--- src/rtl/decode_if.sv ---
// Handshake and operand bus between the fetch side, the decode stage and the ALU.
// The decode stage uses the slave view; the producer/consumer pair uses the master view.
interface decode_if #(
  parameter int DATA_W = 32
);
  logic              in_valid;
  logic              in_ready;
  logic [31:0]       instr;
  logic              out_valid;
  logic              out_ready;
  logic [DATA_W-1:0] rs;
  logic [DATA_W-1:0] rt;
  logic [DATA_W-1:0] imm;
  logic [11:0]       cnt;
  logic [4:0]        rd;
  logic              reg_write;
  logic              illegal;

  modport master (
    output in_valid, instr, out_ready,
    input  in_ready, out_valid, rs, rt, imm, cnt, rd, reg_write, illegal
  );

  modport slave (
    input  in_valid, instr, out_ready,
    output in_ready, out_valid, rs, rt, imm, cnt, rd, reg_write, illegal
  );
endinterface

--- src/rtl/decode_stage.sv ---
// Instruction decode stage: 32x32 register file with write-through bypass,
// MIPS-style field decode and a one-entry EMPTY/FULL output buffer.
module decode_stage #(
  parameter int DATA_W = 32
) (
  input  logic              clk,
  input  logic              rst_n,
  input  logic              wb_en,
  input  logic [4:0]        wb_addr,
  input  logic [DATA_W-1:0] wb_data,
  decode_if.slave           bus
);

  typedef enum logic {EMPTY, FULL} state_t;

  function automatic logic signed [DATA_W-1:0] sext16(input logic signed [15:0] v);
    return DATA_W'(v);
  endfunction

  function automatic logic signed [DATA_W-1:0] zext16(input logic [15:0] v);
    return DATA_W'(v);
  endfunction

  logic [DATA_W-1:0] regs [32];

  always_ff @(posedge clk or negedge rst_n) begin
    if (!rst_n) begin
      for (int i = 0; i < 32; i++) regs[i] <= '0;
    end else if (wb_en && (wb_addr != 5'd0)) begin
      regs[wb_addr] <= wb_data;
    end
  end

  // ---- p0: field decode and operand read (combinational) ----
  logic [5:0]               op_p0, fn_p0;
  logic [4:0]               rsa_p0, rta_p0;
  logic [DATA_W-1:0]        rs_p0, rt_p0;
  logic signed [DATA_W-1:0] imm_p0;
  logic [11:0]              cnt_p0;
  logic [4:0]               rd_p0;
  logic                     rw_p0, ill_p0;

  assign op_p0  = bus.instr[31:26];
  assign fn_p0  = bus.instr[5:0];
  assign rsa_p0 = bus.instr[25:21];
  assign rta_p0 = bus.instr[20:16];

  always_comb begin
    rs_p0 = (rsa_p0 == 5'd0) ? '0 :
            (wb_en && wb_addr == rsa_p0) ? wb_data : regs[rsa_p0];
    rt_p0 = (rta_p0 == 5'd0) ? '0 :
            (wb_en && wb_addr == rta_p0) ? wb_data : regs[rta_p0];
    cnt_p0 = '0;
    imm_p0 = '0;
    rd_p0  = '0;
    rw_p0  = 1'b0;
    ill_p0 = 1'b0;
    case (op_p0)
      6'd0: begin
        if (fn_p0 inside {6'd32, 6'd34, 6'd24, 6'd26, 6'd36, 6'd37}) begin
          cnt_p0 = {6'b0, fn_p0};
          rd_p0  = bus.instr[15:11];
          rw_p0  = 1'b1;
        end else begin
          ill_p0 = 1'b1;
        end
      end
      6'd8, 6'd32, 6'd40: begin
        cnt_p0 = {op_p0, 6'b0};
        rd_p0  = bus.instr[20:16];
        rw_p0  = (op_p0 != 6'd40);
        imm_p0 = sext16(bus.instr[15:0]);
      end
      6'd12, 6'd13: begin
        cnt_p0 = {op_p0, 6'b0};
        rd_p0  = bus.instr[20:16];
        rw_p0  = 1'b1;
        imm_p0 = zext16(bus.instr[15:0]);
      end
      default: ill_p0 = 1'b1;
    endcase
    if (rd_p0 == 5'd0) rw_p0 = 1'b0;
  end

  // ---- p1: output buffer ----
  state_t            state_p1;
  logic              vld_p1, accept_p0;
  logic [DATA_W-1:0] rs_p1, rt_p1, imm_p1;
  logic [11:0]       cnt_p1;
  logic [4:0]        rd_p1;
  logic              rw_p1, ill_p1;

  assign vld_p1       = (state_p1 == FULL);
  assign bus.in_ready = !vld_p1 || bus.out_ready;
  assign accept_p0    = bus.in_valid && bus.in_ready;

  always_ff @(posedge clk or negedge rst_n) begin
    if (!rst_n) begin
      state_p1 <= EMPTY;
      rs_p1    <= '0;
      rt_p1    <= '0;
      imm_p1   <= '0;
      cnt_p1   <= '0;
      rd_p1    <= '0;
      rw_p1    <= 1'b0;
      ill_p1   <= 1'b0;
    end else begin
      if (accept_p0) begin
        state_p1 <= FULL;
        rs_p1    <= rs_p0;
        rt_p1    <= rt_p0;
        imm_p1   <= imm_p0;
        cnt_p1   <= cnt_p0;
        rd_p1    <= rd_p0;
        rw_p1    <= rw_p0;
        ill_p1   <= ill_p0;
      end else if (state_p1 == FULL && bus.out_ready) begin
        state_p1 <= EMPTY;
      end
    end
  end

  assign bus.out_valid = vld_p1;
  assign bus.rs        = rs_p1;
  assign bus.rt        = rt_p1;
  assign bus.imm       = imm_p1;
  assign bus.cnt       = cnt_p1;
  assign bus.rd        = rd_p1;
  assign bus.reg_write = rw_p1;
  assign bus.illegal   = ill_p1;

endmodule

--- src/flat_wrapper.sv ---
// flat-port wrapper written by rule: the top's interface ports become plain ports
module decode_stage_flat 
#(
  parameter int DATA_W = 32
)
  (clk, rst_n, wb_en, wb_addr, wb_data, bus_in_valid, bus_instr, bus_out_ready, bus_in_ready, bus_out_valid, bus_rs, bus_rt, bus_imm, bus_cnt, bus_rd, bus_reg_write, bus_illegal);
  decode_if #(.DATA_W(DATA_W)) bus_i ();
  input  logic clk;
  input  logic rst_n;
  input  logic wb_en;
  input  logic [4:0] wb_addr;
  input  logic [DATA_W-1:0] wb_data;
  input wire logic [$bits(bus_i.in_valid)-1:0] bus_in_valid;
  input wire logic [$bits(bus_i.instr)-1:0] bus_instr;
  input wire logic [$bits(bus_i.out_ready)-1:0] bus_out_ready;
  output wire logic [$bits(bus_i.in_ready)-1:0] bus_in_ready;
  output wire logic [$bits(bus_i.out_valid)-1:0] bus_out_valid;
  output wire logic [$bits(bus_i.rs)-1:0] bus_rs;
  output wire logic [$bits(bus_i.rt)-1:0] bus_rt;
  output wire logic [$bits(bus_i.imm)-1:0] bus_imm;
  output wire logic [$bits(bus_i.cnt)-1:0] bus_cnt;
  output wire logic [$bits(bus_i.rd)-1:0] bus_rd;
  output wire logic [$bits(bus_i.reg_write)-1:0] bus_reg_write;
  output wire logic [$bits(bus_i.illegal)-1:0] bus_illegal;
  assign bus_i.in_valid = bus_in_valid;
  assign bus_i.instr = bus_instr;
  assign bus_i.out_ready = bus_out_ready;
  assign bus_in_ready = bus_i.in_ready;
  assign bus_out_valid = bus_i.out_valid;
  assign bus_rs = bus_i.rs;
  assign bus_rt = bus_i.rt;
  assign bus_imm = bus_i.imm;
  assign bus_cnt = bus_i.cnt;
  assign bus_rd = bus_i.rd;
  assign bus_reg_write = bus_i.reg_write;
  assign bus_illegal = bus_i.illegal;
  decode_stage #(.DATA_W(DATA_W)) u_core (.clk(clk), .rst_n(rst_n), .wb_en(wb_en), .wb_addr(wb_addr), .wb_data(wb_data), .bus(bus_i));
endmodule
--- config.mk ---
export PLATFORM = sky130hd
export DESIGN_NAME = decode_stage_flat
export DESIGN_NICKNAME = d
export VERILOG_FILES = /design/src/rtl/decode_if.sv /design/src/rtl/decode_stage.sv /design/src/flat_wrapper.sv
export SDC_FILE = /design/constraint.sdc
export NUM_CORES = 2
export LEC_CHECK = 0
export ABC_AREA = 1
export ABC_CLOCK_PERIOD_IN_PS = 1900
export CAP_MARGIN = 5
export CORE_ASPECT_RATIO = 0.9
export CORE_UTILIZATION = 40
export DETAILED_ROUTE_END_ITERATION = 16
export MAX_ROUTING_LAYER = met4
export PLACE_DENSITY = 0.66
export SETUP_SLACK_MARGIN = 0.02
export SLEW_MARGIN = 20
export SYNTH_ARGS = -nofsm -noshare
export SYNTH_HDL_FRONTEND = slang
export SYNTH_SLANG_ARGS = --single-unit
--- constraint.sdc ---
create_clock -name clk -period 1.9 [get_ports clk]
set_input_delay 0.19 -clock clk [delete_from_list [all_inputs] [get_ports clk]]
set_output_delay 0.19 -clock clk [all_outputs]
set_load 0.02 [all_outputs]
==> impl_metrics.env <==
export IMPL_core_um2=149200
export IMPL_syn2layout_area_growth_pct=20.45
export IMPL_ir_drop_mv=0.8208
export IMPL_row_count=134
export IMPL_slowest_stage="dfrtp_1"
export IMPL_cp_start_kind="flop"
export IMPL_path_max_fanout=2
export IMPL_synthTopCellsByCount="nand2_1 (2705), o21ai_0 (1382), dfrtp_1 (1125)"
export IMPL_final_cells=10600
export IMPL_setup_worst_path_end_class="output pin"
export IMPL_hp_class="primary input to flop"
export IMPL_postSynthCellCount=8389
export IMPL_nFillCells=14350
export IMPL_fin_skew_ps=18.04
export IMPL_numCtsBuffers=121
export IMPL_startpoint="u_core.bus.rt[5]$_DFFE_PN0P_"
export IMPL_ys_types=30
export IMPL_nets=8596
export IMPL_initialDrtViolationCount=9701
export IMPL_crit_required_ps=1710
export IMPL_grt_pass1_wl_um=376700
export IMPL_drive_gt1_share_pct=9.964
export IMPL_dieHeight_um=370.9
export IMPL_reg2reg_depth=9
export IMPL_r2r_end="u_core.bus.rs[29]$_DFFE_PN0P_"
export IMPL_status="complete, no violations"
export IMPL_die_x_um=411.8
export IMPL_hold_violations=0
export IMPL_numPortBuffers=190
export IMPL_clk_latency_ps=760
export IMPL_clk_pin_slew_ps=60
export IMPL_vias_per_cell=5.893
export IMPL_async_reset_ff_share_pct=100.0
export IMPL_grt_max_degree=93
export IMPL_dp_hpwl_um=168200
export IMPL_min_path_cells=3
export IMPL_final_core_util_pct=48.81
export IMPL_crit_family="flip-flops"
export IMPL_power_density_nw_per_um2=970.3
export IMPL_ys_seq_area_share_pct=46.56
export IMPL_vias=62460
export IMPL_ys_warn_count=0
export IMPL_drt_total_wl_um=252800
export IMPL_synth_avg_cell_area_um2=7.208
export IMPL_ios=191
export IMPL_drc=0
export IMPL_die_area_um2=152700
export IMPL_reg2reg_slack_ps=70
export IMPL_rsz0062_at_grt="true"
export IMPL_gr_usage_all_layers_pct=33.67
export IMPL_clock_sinks=1125
export IMPL_wire_per_inst_um=23.85
export IMPL_synth_largest_area_cell="dfrtp_1"
export IMPL_period_minus_slack_ps=1872
export IMPL_path_class="flop to output pin"
export IMPL_placedCellCount=10370
export IMPL_ys_top_cells_by_area="dfrtp_1 (47%), nand2_1 (17%), o21ai_0 (11%), nand3_1 (5.8%), o211ai_1 (4.6%)"
export IMPL_cts_tree="built"
export IMPL_worstMarginPinSlew_ps=1246
export IMPL_syn_num_nets=8463
export IMPL_grt_antenna_before_repair=13
export IMPL_synth_seq_cells=1125
export IMPL_synth_edff_count=0
export IMPL_clockBufferDepth=3
export IMPL_cp_cell_sequence="dlygate4sd2_1"
export IMPL_yosysTopAreaCellShare_pct=46.56
export IMPL_maxCapViolations=0
export IMPL_relSlewSlack_pct=16.72
export IMPL_start_util_pct=40.52
export IMPL_cts_root_buf="clkbuf_16"
export IMPL_worst_path_stages=1
export IMPL_ys_flop_type="dfrtp_1"
export IMPL_gr_total_overflow=0
export IMPL_drv_slew=0
export IMPL_htree_num_levels=3
export IMPL_grt_pass1_vias=58070
export IMPL_cp_endpoint="bus_rt[5]"
export IMPL_final_antenna_net_count=0
export IMPL_leakage_nw=34.04
export IMPL_arrival_ps=1680
export IMPL_timing_fmax_mhz=534.1
export IMPL_yosysMostFrequentCell="nand2_1"
export IMPL_setup_violations=0
export IMPL_period_share_pct=98.55
export IMPL_crit_buf_inv=1
export IMPL_cpPeakStageDelay_ps=500
export IMPL_gp_congestion=1.008
export IMPL_synth_area_um2=60470
export IMPL_drt_first_pass_iters=9
export IMPL_reg2reg_from="u_core.bus.out_valid$_DFFE_PN0P_"
[cells by family after synthesis]
logic type	Yosys count	synth area share [%]
AO/OA/AOI/OAI	2193	19.72
flip-flops	1125	46.56
AND/OR/NAND/NOR	3904	26.05
buffers and inverters	1167	7.664
[where the power goes]
group | total (mW) | switching (mW) | internal [mW]
Sequential | 31.8 | 3.40 | 28.4
Clock | 24.2 | 10.3 | 13.8
Combinational | 14.7 | 9.23 | 5.51
[flip-flops by register name, indices dropped and copies added, names as in the netlist]
signal / flops
u_core.bus.cnt: 12
u_core.bus.illegal: 1
u_core.bus.imm: 17
u_core.bus.out_valid: 1
u_core.bus.rd: 5
u_core.bus.reg_write: 1
u_core.bus.rs: 32
u_core.bus.rt: 32
u_core.regs: 1024
[cells in the final DEF, fill, tap and decap left out, drive strengths merged, types with 4 or more instances in the layout]
cell           instances
diode                  7
buf                  569
o22ai                  8
nor3                  11
nand3                703
dlygate4sd2          100
dfrtp               1125
clkbuf               203
nand3b                25
clkdlybuf4s50         64
nand2               2705
a31oi                  4
nor2                 435
inv                  422
dlygate4sd3            5
nand4                  6
and3                   8
a21oi                335
clkdlybuf4s15         12
o21ai               1473
clkinv                19
or2                    9
o211ai               367
[per-layer routing]
layer	up-vias	GRT usage [%]	part of all wire (%)	wire length, µm
li1	27980	-	-	-
met1	29900	45.80	41	102400
met2	3954	47.03	41	104400
met3	629	9.255	14	34560
met4	0	13.41	4.5	11370
met5	-	-	0	0
[cell type report]
class | count | area, µm² | share of cell area (%)
Timing Repair Buffer | 754 | 8706 | 11.95
Inverter | 423 | 1618 | 2.221
Clock inverter | 23 | 242.7 | 0.3333
Tap cell | 1972 | 2467 | 3.388
Antenna cell | 7 | 17.52 | 0.02405
Multi-Input combinational cell | 6097 | 27840 | 38.22
Sequential cell | 1125 | 28180 | 38.69
Clock buffer | 199 | 3764 | 5.167
[how the worst min path moves through the flow]
stage	from	slack (ps)	to
floorplan	rst_n	-110	u_core.bus.cnt[0]$_DFFE_PN0P_
global placement	rst_n	150	u_core.regs[784]$_DFFE_PN0P_
detailed placement	rst_n	160	u_core.regs[784]$_DFFE_PN0P_
CTS	bus_instr[14]	8	u_core.bus.imm[14]$_DFFE_PN0P_
global route	bus_instr[8]	50	u_core.bus.imm[8]$_DFFE_PN0P_
finish	bus_instr[10]	30	u_core.bus.imm[10]$_DFFE_PN0P_
[through the flow]
step	total power, mW	area (µm²)	setup WS [ps]	hold slack, ps	setup TNS [ps]
after CTS	70.36	72820	23.27	7.800	0
after detailed placement	46.58	68860	-509.3	155.2	-160540
final	70.67	72830	27.60	31.22	0
after global placement	46.06	68860	-523.1	151.7	-143510
after global routing	73.97	72830	16.34	49.45	0
after floorplan	39.86	60470	231.0	-105.6	0
[worst min-delay path, stage by stage]
cell             delay, ps
clkdlybuf4s50_1        410
nand3_1                 80
nand2_1                 50
[repair_timing]
item	4_1_cts	5_1_grt
hold buffers	5	0
buffers inserted	0	0
hold endpoints to repair	763	0
cloned	0	0
setup endpoints to repair	115	12
gates resized for setup	151	13
(Power assumes the default switching activity.)
